--- config.mk ---
export PLATFORM = sky130hd
export DESIGN_NAME = piso_serializer
export DESIGN_NICKNAME = d
export VERILOG_FILES = /design/src/rtl/piso_pkg.sv /design/src/rtl/piso_bit_counter.sv /design/src/rtl/piso_serializer.sv
export SDC_FILE = /design/constraint.sdc
export NUM_CORES = 1
export LEC_CHECK = 0
export ABC_CLOCK_PERIOD_IN_PS = 2400
export BUFFER_PORTS_ARGS = -buffer_cell sky130_fd_sc_hd__buf_2
export CAP_MARGIN = 40
export CORE_AREA = 2 2 39 41
export CTS_CLUSTER_DIAMETER = 100
export DETAILED_ROUTE_END_ITERATION = 8
export DIE_AREA = 0 0 41 43
export PLACE_DENSITY_LB_ADDON = 0.25
export SLEW_MARGIN = 30
export SYNTH_ARGS = -nofsm -noshare
export SYNTH_HDL_FRONTEND = slang
export SYNTH_SLANG_ARGS = --single-unit
--- constraint.sdc ---
create_clock -name clk -period 2.4 [get_ports clk]
set_input_delay 0.48 -clock clk [delete_from_list [all_inputs] [get_ports clk]]
set_output_delay 0.48 -clock clk [all_outputs]
set_load 0.01 [all_outputs]
--- src/rtl/piso_pkg.sv ---
// Shared definitions for the parallel-in serial-out serializer: FSM state
// encoding and the bit-counter width helper.
package piso_pkg;

    // Two-state FSM encoded as plain constants so older tools see a simple vector.
    typedef logic [0:0] state_t;

    localparam state_t ST_IDLE  = 1'b0;
    localparam state_t ST_SHIFT = 1'b1;

    // Bit-counter width for a given word width; never narrower than one bit.
    function automatic int cnt_w(input int width);
        if (width <= 2) begin
            return 1;
        end else begin
            return $clog2(width);
        end
    endfunction

endpackage

--- src/rtl/piso_bit_counter.sv ---
// Up-counter that tracks which bit of the current word is on the serial link.
// It clears on a new load or on the final-bit transfer and saturates at
// WIDTH-1, so it never leaves the 0..WIDTH-1 range.
module piso_bit_counter
    import piso_pkg::*;
#(
    parameter int WIDTH = 4,
    parameter int CNT_W = cnt_w(WIDTH)
) (
    input  logic clk,
    input  logic rst,
    input  logic i_clr,
    input  logic i_en,
    output logic o_term
);

    localparam logic [CNT_W-1:0] TERM_VAL = CNT_W'(WIDTH - 1);
    localparam logic [CNT_W-1:0] ONE_VAL  = CNT_W'(1);
    localparam logic [CNT_W-1:0] ZERO_VAL = {CNT_W{1'b0}};

    logic [CNT_W-1:0] r_count;
    logic             w_term;

    assign w_term = (r_count == TERM_VAL);
    assign o_term = w_term;

    // Count accepted bits; clear takes priority, and the count stops at the terminal value.
    always_ff @(posedge clk) begin
        if (rst) begin
            r_count <= ZERO_VAL;
        end else if (i_clr) begin
            r_count <= ZERO_VAL;
        end else if (i_en && !w_term) begin
            r_count <= r_count + ONE_VAL;
        end else begin
            r_count <= r_count;
        end
    end

endmodule

--- src/rtl/piso_serializer.sv ---
// Parallel-in serial-out serializer. Accepts a WIDTH-bit word over a
// valid/ready handshake and streams it one bit per accepted beat, flagging the
// final bit. A new word can be accepted in the final-bit cycle, so words
// stream back to back with no idle cycle between them.
module piso_serializer
    import piso_pkg::*;
#(
    parameter int WIDTH     = 4,
    parameter bit MSB_FIRST = 1'b1
) (
    input  logic             clk,
    input  logic             rst,
    input  logic [WIDTH-1:0] d,
    input  logic             d_valid,
    output logic             d_ready,
    output logic             sout,
    output logic             sout_valid,
    input  logic             sout_ready,
    output logic             last,
    output logic             busy
);

    state_t           r_state;
    logic [WIDTH-1:0] r_shreg;
    logic [WIDTH-1:0] w_shreg_next;
    logic             w_busy;
    logic             w_term;
    logic             w_last;
    logic             w_out_fire;
    logic             w_d_ready;
    logic             w_load;
    logic             w_cnt_clr;

    // Decode handshake qualifiers from the registered state and counter.
    always_comb begin
        w_busy     = (r_state == ST_SHIFT);
        w_last     = w_busy && w_term;
        w_out_fire = w_busy && sout_ready;
        // Ready in IDLE, or in the final-bit cycle when downstream takes that bit.
        w_d_ready  = !rst && (!w_busy || (w_last && sout_ready));
        w_load     = d_valid && w_d_ready;
        w_cnt_clr  = w_load || (w_out_fire && w_last);
    end

    // Next shift-register contents after one bit leaves; vacated bit is zero.
    always_comb begin
        w_shreg_next = r_shreg;
        if (MSB_FIRST) begin
            w_shreg_next = {r_shreg[WIDTH-2:0], 1'b0};
        end else begin
            w_shreg_next = {1'b0, r_shreg[WIDTH-1:1]};
        end
    end

    // FSM and shift register: load wins over shift so the final-bit cycle can reload.
    always_ff @(posedge clk) begin
        if (rst) begin
            r_state <= ST_IDLE;
            r_shreg <= {WIDTH{1'b0}};
        end else if (w_load) begin
            r_state <= ST_SHIFT;
            r_shreg <= d;
        end else if (w_out_fire) begin
            r_state <= w_last ? ST_IDLE : ST_SHIFT;
            r_shreg <= w_shreg_next;
        end else begin
            r_state <= r_state;
            r_shreg <= r_shreg;
        end
    end

    piso_bit_counter #(
        .WIDTH (WIDTH)
    ) u_bit_counter (
        .clk    (clk),
        .rst    (rst),
        .i_clr  (w_cnt_clr),
        .i_en   (w_out_fire),
        .o_term (w_term)
    );

    assign d_ready    = w_d_ready;
    assign sout       = MSB_FIRST ? r_shreg[WIDTH-1] : r_shreg[0];
    assign sout_valid = w_busy;
    assign last       = w_last;
    assign busy       = w_busy;

endmodule
==> results.cfg <==
[logic_synthesis]
synth_most_common_cell = dfxtp_1
async_flop_share_pct = 0
yosys.area.top_type = dfxtp_1
synth_commonest_cells = 7 x dfxtp_1, 5 x nor2_1
synthesis.nets = 51
synth_top_cell_area_share_pct = 37.0
synth_edf_count = 0
synth_warnings = 0
syn_area_per_cell_um2 = 9.03
synth_flop_cell = dfxtp_1
synth.area.top_cells = dfxtp_1 37%, a221oi_1 6.9%, a211oi_1 5.9%, and3_2 5.9%, mux2i_1 5.3%
ys_ff_latch = 7
synth_area_um2 = 379
synth_cells = 42
synth.distinct_cells = 21
ys_seq_area_share_pct = 37.0

[power]
p_sw_share_pct = 25.3
p_sw_uw = 70.9
power_leakage_uw = 0.000229
finalPower_uw = 281
clkPwrFrac_pct = 38.2
power.density_mw_per_mm2 = 598
comb_power_share_pct = 15.7
seq_power_share_pct = 46.1
p_int_uw = 210
vdd_ir_drop_max_mv = 0.227

[placement]
placed_area_um2 = 443
gp_congestion = 0.727
dp_hpwl_um = 553
port_buffers = 12

[status]
status = finished, final reports clean

[setup_path]
cp_max_fo = 6
path_cells = ha_1 -> a21boi_0 -> nor2_1 -> buf_2
crit_slowest_cell = dfxtp_1
cp-end-kind = primary output
critPathRequiredTime_ns = 1.92
arrival_ns = 1.30
cpPeakStageDelay_ns = 0.32
ff2ff_path_depth = 4
worstSetupPathType = reg2out
startpoint_type = register

[route]
drc = 0
viasPerCell = 4.80
wl_um = 769
dr.pass1.iters = 4
ant_nets = 0
vias = 341
first_iter_violations = 3
routedWlPerCell_um = 10.8

[clocking]
cts_setup_buffers = 0
cts_resized = 0
h-tree-depth = 1
cts.sinks = 7
insertion_delay_ns = 0.25
cts_root_buf = clkbuf_4
postCtsHoldBufs = 0
cts.reportedPaths.clkPinSlew_ns = 0.05
tritoncts = built
cts_buffer_depth = 2
cts_made_buffers = 3

[timing]
finalCritPeriodShare_pct = 74.3
finClkSkew_ns = 0.000498
min_period_ns = 1.78
fmax_mhz = 561
tightest_slew_ns = 0.301
finalSetupViolCount = 0
slew_viol_final = 0
hold_viol = 0
rsz0062_at_grt = no
relSlewSlack_pct = 79.9
finalSetupTns_ns = 0

[layout]
fin_nets = 65
fin_area_um2 = 469
area_growth_pct = 23.8
drive_gt1_share_pct = 38.2
n_antenna_cell = 0

[global_routing]
grt-ovfl-total = 0
grt_pass1_wl_um = 1320
grt_usage_pct = 10.9
antenna_found_initial = 0
grt_pass1_vias = 306
grt_max_degree = 13

[floorplanning]
ios = 13
initial_utilization_pct = 27.4
dieArea_mm2 = 0.00176
die_w_um = 41
core_area_mm2 = 0.00138
die_h_um = 43
std_cell_rows = 14

[job]
cap_viol_max_count = 0

[hold_path]
hold_path_depth = 3
min_path_type = in2reg
## per-layer routing
layer  part of all wire, %  wire length [um]  track usage [%]  vias up
met5                     0                 0                0        -
met4                     0                 0             6.00        0
met3                   3.8                29             3.14        0
met2                    43               331             12.8        7
met1                    53               408             16.8      153
li1                      -                 -                -      181
## critical path: cells and delay by family (launching register included)
kind	cells	cell delay, ns
buf+inv	1	0.14
simple gates	1	0.06
compound gates	1	0.26
fa+ha+maj	1	0.28
flops	1	0.32
## flip-flops by register name, indices dropped and copies added (netlist names)
signal	count
r_shreg	4
u_bit_counter.r_count	2
busy	1
## final timing paths
path,startpoint,endpoint,slack (ns)
min reg2reg,u_bit_counter.r_count[1],u_bit_counter.r_count[1],0.52
max reg2reg,u_bit_counter.r_count[0],r_shreg[2],1.04
max,u_bit_counter.r_count[0],d_ready,0.62
min,d[1],r_shreg[1],0.47
## area by class of cell
cell class,instances,area (um2)
Tap cell,16,20.0
Timing Repair Buffer,12,60.1
Sequential cell,7,140
Multi-Input combinational cell,29,211
Clock buffer,4,26.3
Inverter,3,11.3
Fill cell,157,915
## through the flow
step | std cells | utilization [%] | hold WS [ns] | setup WS (ns)
finish | 71 | 33.9 | 0.468 | 0.618
global route | 71 | 33.9 | 0.478 | 0.441
CTS | 71 | 33.9 | 0.462 | 0.611
detailed placement | 67 | 32.0 | 0.508 | 0.870
global placement | 67 | 32.0 | 0.510 | 0.896
floorplan | 42 | - | 0.494 | 1.05
## power groups by stage
stage	registers, uW	logic (uW)	clock network [uW]
global placement	132	44.1	0
CTS	130	44.7	112
floorplan	132	29.8	0
global route	131	50.3	117
finish	129	44.1	107
detailed placement	132	44.5	0
## placed cells by master, fill, tap and decap left out
cell type,count
nor3_1,2
and4b_1,1
nand4_1,1
ha_1,1
o221a_2,1
a211oi_1,3
inv_1,3
mux2i_1,2
and2_1,1
nor2_1,5
a221oi_1,3
a21boi_0,1
nand2_1,2
a21oi_1,1
clkbuf_4,3
dfxtp_1,7
a21bo_4,1
buf_2,12
and2_4,1
and3_2,3
clkbuf_1,1
## kinds of logic after synthesis
family          Yosys count  share of synthesized area, %
fa+ha+maj                 1                          3.30
buf+inv                   6                          7.26
compound gates           10                          23.4
simple gates             16                          23.8
mux                       2                          5.28
flops                     7                          37.0
No activity file was read; power rests on OpenSTA's default activity.
